File: src/rtl/demux_pkg.sv
// Shared definitions for the 1:2 word demultiplexer: width default, slot
// pointer encodings and alignment state encodings.
package demux_pkg;

    localparam int DW_DEFAULT = 8;

    typedef enum logic {
        LANE0 = 1'b0,
        LANE1 = 1'b1
    } sel_t;

    typedef enum logic {
        IDLE   = 1'b0,
        ACTIVE = 1'b1
    } align_state_t;

endpackage

File: src/rtl/demux_lane.sv
// Per-lane publish register: on load, valid follows v and data is refreshed
// only when v is set, so an invalid slot leaves the old word on the lane.
module demux_lane #(
    parameter int DW = 8
) (
    input  logic          clk_2f,
    input  logic          reset,
    input  logic          load,
    input  logic [DW-1:0] d,
    input  logic          v,
    output logic [DW-1:0] data,
    output logic          valid
);

    always_ff @(posedge clk_2f) begin
        if (reset) begin
            data  <= '0;
            valid <= 1'b0;
        end else if (load) begin
            valid <= v;
            if (v) begin
                data <= d;
            end
        end
    end

endmodule

File: src/rtl/demux_l1.sv
// 1:2 demultiplexer from a clk_2f word stream onto two lanes updated together
// every second cycle. Define DEMUX_L1_ALIGN_EN to start pairing on the first
// valid word after idle instead of free-running from reset.
module demux_l1
    import demux_pkg::*;
#(
    parameter int DW = DW_DEFAULT
) (
    input  logic          clk_2f,
    input  logic          reset,
    input  logic [DW-1:0] data_00,
    input  logic          valid_00,
    output logic [DW-1:0] data_0,
    output logic          valid_0,
    output logic [DW-1:0] data_1,
    output logic          valid_1,
    output logic          out_stb,
    output logic [7:0]    pair_cnt
);

    sel_t          sel;
    sel_t          sel_n;
    logic          cap;
    logic          pub;
    logic [DW-1:0] hold_0;
    logic          hold_v0;

`ifdef DEMUX_L1_ALIGN_EN
    align_state_t state;
    align_state_t state_n;

    // IDLE always sits on the lane-0 slot, so a LANE1 slot implies ACTIVE.
    always_comb begin
        sel_n   = sel;
        cap     = 1'b0;
        pub     = 1'b0;
        state_n = state;
        if (sel == LANE1) begin
            pub   = 1'b1;
            sel_n = LANE0;
            if (!hold_v0 && !valid_00) begin
                state_n = IDLE;
            end
        end else if (state == ACTIVE || valid_00) begin
            cap     = 1'b1;
            sel_n   = LANE1;
            state_n = ACTIVE;
        end
    end

    always_ff @(posedge clk_2f) begin
        if (reset) begin
            state <= IDLE;
        end else begin
            state <= state_n;
        end
    end
`else
    always_comb begin
        sel_n = sel;
        cap   = 1'b0;
        pub   = 1'b0;
        if (sel == LANE1) begin
            pub   = 1'b1;
            sel_n = LANE0;
        end else begin
            cap   = 1'b1;
            sel_n = LANE1;
        end
    end
`endif

    always_ff @(posedge clk_2f) begin
        if (reset) begin
            sel      <= LANE0;
            hold_0   <= '0;
            hold_v0  <= 1'b0;
            out_stb  <= 1'b0;
            pair_cnt <= 8'd0;
        end else begin
            sel     <= sel_n;
            out_stb <= pub;
            if (cap) begin
                hold_0  <= data_00;
                hold_v0 <= valid_00;
            end
            if (pub && (hold_v0 || valid_00)) begin
                pair_cnt <= pair_cnt + 8'd1;
            end
        end
    end

    demux_lane #(.DW(DW)) u_lane_0 (
        .clk_2f (clk_2f),
        .reset  (reset),
        .load   (pub),
        .d      (hold_0),
        .v      (hold_v0),
        .data   (data_0),
        .valid  (valid_0)
    );

    // Lane 1 takes the live input word on the publishing edge.
    demux_lane #(.DW(DW)) u_lane_1 (
        .clk_2f (clk_2f),
        .reset  (reset),
        .load   (pub),
        .d      (data_00),
        .v      (valid_00),
        .data   (data_1),
        .valid  (valid_1)
    );

endmodule

File: config.mk
export PLATFORM = sky130hd
export DESIGN_NAME = demux_l1
export DESIGN_NICKNAME = d
export VERILOG_FILES = /design/src/rtl/demux_pkg.sv /design/src/rtl/demux_lane.sv /design/src/rtl/demux_l1.sv
export SDC_FILE = /design/constraint.sdc
export NUM_CORES = 1
export LEC_CHECK = 0
export ABC_AREA = 1
export CORE_MARGIN = 2
export CORE_UTILIZATION = 47
export DETAILED_ROUTE_END_ITERATION = 7
export GPL_ROUTABILITY_DRIVEN = 0
export PLACE_DENSITY = 0.77
export SLEW_MARGIN = 20
export SYNTH_ARGS = -nofsm -noshare
export SYNTH_HDL_FRONTEND = slang
export SYNTH_HIERARCHICAL = 1
export SYNTH_SLANG_ARGS = --single-unit
File: constraint.sdc
create_clock -name clk_2f -period 1.35 [get_ports clk_2f]
set_clock_uncertainty 0.05 [all_clocks]
set_input_delay 0.3375 -clock clk_2f [delete_from_list [all_inputs] [get_ports clk_2f]]
set_output_delay 0.3375 -clock clk_2f [all_outputs]
set_load 0.1 [all_outputs]
# Word level (Yosys, flattened, before mapping)
# Cells that the tools add are included.
totals:
  register_bits: 37
  input_bits: 11
  output_inout_bits: 27
  elab_cells: 16
op_classes:
  add_sub_neg: 1
  n_mux: 2
  reduce_logical: 4
ops:
  columns: ["op", "n"]
  rows:
  - ["adder 8 x 1 -> 8 bit (second input constant)", 1]
  - ["AND reduction 2 bit", 2]
  - ["two-way mux 1 bit", 2]
  - ["logical AND 1 bit", 1]
  - ["logical OR 1 bit", 1]

# Depth between registers and ports, before layout
logic_depth:
  depth_word: 2
  mapped_depth: 8
  depth_no_buf: 8

# By module
# Netlist, hierarchy kept.
modules_own_cells:
  columns: ["mod", "instances", "cells_per_inst", "area_per_inst_um2", "seq_area_each_um2"]
  rows:
  - ["demux_lane", 2, 55, 372.9, 180.2]
  - ["demux_l1", 1, 88, 725.7, 380.4]

# Worst setup path before layout
# No wires, ideal clock.
synth_path:
  path_kind: "register to register"
  start: "reg pair_cnt[1]"
  end: "reg pair_cnt[4]"
  setup_time_ns: 0.117
  arrival_ns: 1.761
  required_ns: 1.183
  path_slack_ns: -0.578
  path_stages_with_launch: 9
  n_path_buf: 0
  synth_period_minus_slack_ns: 1.928
  path_cell_list: "dfxtp_1 > ha_1 > inv_1 > nor2_1 > inv_1 > nor2_1 > nand2_1 > nand2_1 > nor2_1"
synth_via:
  elab_chain_cells: 1
synth_lines:
  columns: ["element", "line_no", "source"]
  rows:
  - ["start: declaration", "demux_l1.sv:18", "output logic [7:0] pair_cnt"]
  - ["start signal: assignment", "demux_l1.sv:88", "pair_cnt <= pair_cnt + 8'd1;"]
  - ["adder 8 x 1 -> 8 bit", "demux_l1.sv:88", null]
# Every way passes these cells.
# A chain may end at the register's enable or synchronous reset.

# Worst setup path after layout
layout_path:
  start: "reg pair_cnt[5]"
  end: "out pair_cnt[5]"
# No word-level cell between the ends.

==> out/results.txt <==
Leak = 1.066 nW
Net Sw Power = 0.7901 mW
GRT Residual Overflow = 0
Die Wd = 59.95 um
Final Net Count = 257
WHS Path Cells = 1
num rows = 20
Synth area leader = dfxtp_1
crit-path max cell delay = 0.39 ns
Via Count = 1364
Worst setup SP type = flip-flop
synthesized area = 1471 um2
n_diodes = 0
YS warnings = 6
synthesized area per cell = 7.431 um2
Max-cap violations = 0
CTS Hold Buffers Added = 0
# clock sinks = 37
Largest delay share family, worst path = flip-flops
Routed Antenna Nets = 0
fillers = 214
Clk pin slew, worst setup/hold paths = 0.11 ns
worst-case reg-to-reg path depth = 6
clock buffer depth = 2
initial antenna violation count = 0
total track usage = 0.2009
H-tree Lvls = 2
worst skew pair latency = 0.33 ns
distinct cell type count after synthesis = 18
vias in the first global route = 1259
CP Buf/Inv Count = 1
starting DRC count in detailed routing = 66
Seq cells post-synth = 37
vias per std cell = 4.889
Placement Setup Slack = -0.2991 ns
status = completed
cell internal pwr = 1.733 mW
r2r startpoint = pair_cnt[0]$_SDFFE_PP0P_
area of the core = 3003 um2
Seq/Total Area, Yosys = 0.5034
r2r setup slk = 0.11 ns
detailed-placement wirelength estimate = 2257 um
synth cell count leaders = nand2_1 (48), nor2_1 (45), dfxtp_1 (37)
Least-Margin Pin Slew = 0.3792 ns
setup_tns = 0 ns
Logic pwr share = 0.235
post-CTS setup buffer count = 0
final worst-path cycle share = 0.9636
drt wl/cell = 11.35 um
crit-path max FO = 4
Clk network pwr share = 0.289
Initial Utilization = 0.4900
peak supply drop = 0.7967 mV
worst setup margin = 0.04917 ns
Post-synth ARST share = 0
Root Buffer = clkbuf_4
Area Growth Syn to Fin = 56.04%
drt first pass iters = 4
CP Depth = 1
Hold Path End = hold_0[3]$_SDFFE_PP0N_
share of layout cells above drive strength 1 = 0.3171
detailed-route DRC error count = 0
sequential share of power = 0.477
worst hold-check path type = reg2reg
Fin. Hold Viols = 0
Port Buffers = 37
Yosys top cell area share = 0.5034
relative slew slack = 0.7462
power per cell area = 1099 nW/um2
crit path cell chain = buf_12
worst r2r dst = pair_cnt[5]$_SDFFE_PP0P_
largest net degree at the start of global routing = 18
first-pass GRT wire length = 5306 um
CP max stage cell = dfxtp_2
Ports = 38
area of the die = 3594 um2
height of the die = 59.95 um
Critical Path AT = 0.91 ns
Slew Limit Fails = 0
CTS tree = built
Post-Synthesis Cells = 198
fmax = 768.7 MHz
Switching Share = 0.3131
CTS buffer count = 5
WS Path Type = reg2out
RSZ-0062 raised after global routing = true
clock period minus worst slack = 1.301 ns
hold path start = hold_0[3]$_SDFFE_PP0N_
post-synthesis net count = 210
final setup fails = 0
Req. time, crit path = 0.96 ns
most frequent cell after synthesis = nand2_1
Post-synth EDFFs = 0
Worst Setup End Kind = primary output
total wire length = 3167 um
Area contributors post-synth = dfxtp_1 (50%), nand2_1 (12%), nor2_1 (11%), inv_1 (8.2%), a22o_1 (4.8%)
Top FF cell, synth = dfxtp_1
==> sequential cells by signal (all words and copies together) (netlist names) <==
| register | flops |
|---|---|
| hold_0 | 8 |
| hold_v0 | 1 |
| out_stb | 1 |
| pair_cnt | 8 |
| sel | 1 |
| u_lane_0/data | 8 |
| u_lane_0/valid | 1 |
| u_lane_1/data | 8 |
| u_lane_1/valid | 1 |
==> what timing repair did <==
item,4_1_cts,5_1_grt
setup endpoints to repair,0,21
gates resized for setup,0,20
hold endpoints to repair,0,0
==> worst max path at each step <==
stage,start,to,slack [ns]
floorplan,pair_cnt[1]$_SDFFE_PP0P_,pair_cnt[4]$_SDFFE_PP0P_,-0.03
global placement,valid_00,pair_cnt[4]$_SDFFE_PP0P_,-0.25
detailed placement,valid_00,pair_cnt[4]$_SDFFE_PP0P_,-0.30
CTS,u_lane_1/valid$_SDFFE_PP0P_,valid_1,0.006
global route,valid_00,pair_cnt[6]$_SDFFE_PP0P_,-0.01
finish,pair_cnt[5]$_SDFFE_PP0P_,pair_cnt[5],0.05
==> layout make-up <==
cell class,instances,area (um2),area share
clock buffers,8,80.08,0.03488
inverters,33,123.9,0.05395
multi-input cells,126,586.8,0.2556
flip-flops and latches,37,785.8,0.3422
well taps,33,41.29,0.01798
repair buffers,42,678.2,0.2954
==> per-stage QoR <==
step / area (um2) / power [mW] / cells / util / hold WS, ns
floorplan: 1491 / 1.578 / 198 / - / 0.3494
global placement: 2188 / 1.808 / 271 / 0.7288 / 0.4096
detailed placement: 2188 / 1.815 / 271 / 0.7288 / 0.4119
CTS: 2268 / 2.537 / 279 / 0.7554 / 0.4386
global route: 2296 / 2.635 / 279 / 0.7646 / 0.4585
finish: 2296 / 2.524 / 279 / 0.7646 / 0.4397
==> power groups by stage <==
stage	clock (mW)	sequential [mW]	combinational, mW
floorplan	0	1.45	0.126
global route	0.803	1.21	0.622
finish	0.729	1.20	0.592
detailed placement	0	1.23	0.589
global placement	0	1.23	0.582
CTS	0.744	1.20	0.591
==> cell usage in the layout (no fill, tap or decap), drive strengths merged <==
cell type,Yosys,final
nor2,49,49
nand4,2,2
clkdlybuf4s50,0,10
o21ai,3,3
ha,1,1
nand3,5,5
a21oi,4,4
inv,33,33
a22o,9,9
dfxtp,37,37
clkbuf,0,8
nand2,52,52
buf,2,32
o21bai,1,1
==> logic make-up after synthesis <==
logic type,count (synthesis),share of synthesized area
AO/OA/AOI/OAI,17,0.08844
buffers and inverters,35,0.09949
flip-flops,37,0.5034
adder cells (fa/ha/maj),1,0.008502
AND/OR/NAND/NOR,108,0.3002
==> per-layer routing <==
metal | global-route usage | vias up | part of all wire
met5 | 0 | - | 0
met4 | 0.1206 | 0 | 0.031
met3 | 0.06277 | 10 | 0.044
met2 | 0.3214 | 36 | 0.51
met1 | 0.2337 | 622 | 0.41
li1 | - | 696 | -
(Power assumes the default switching activity.)
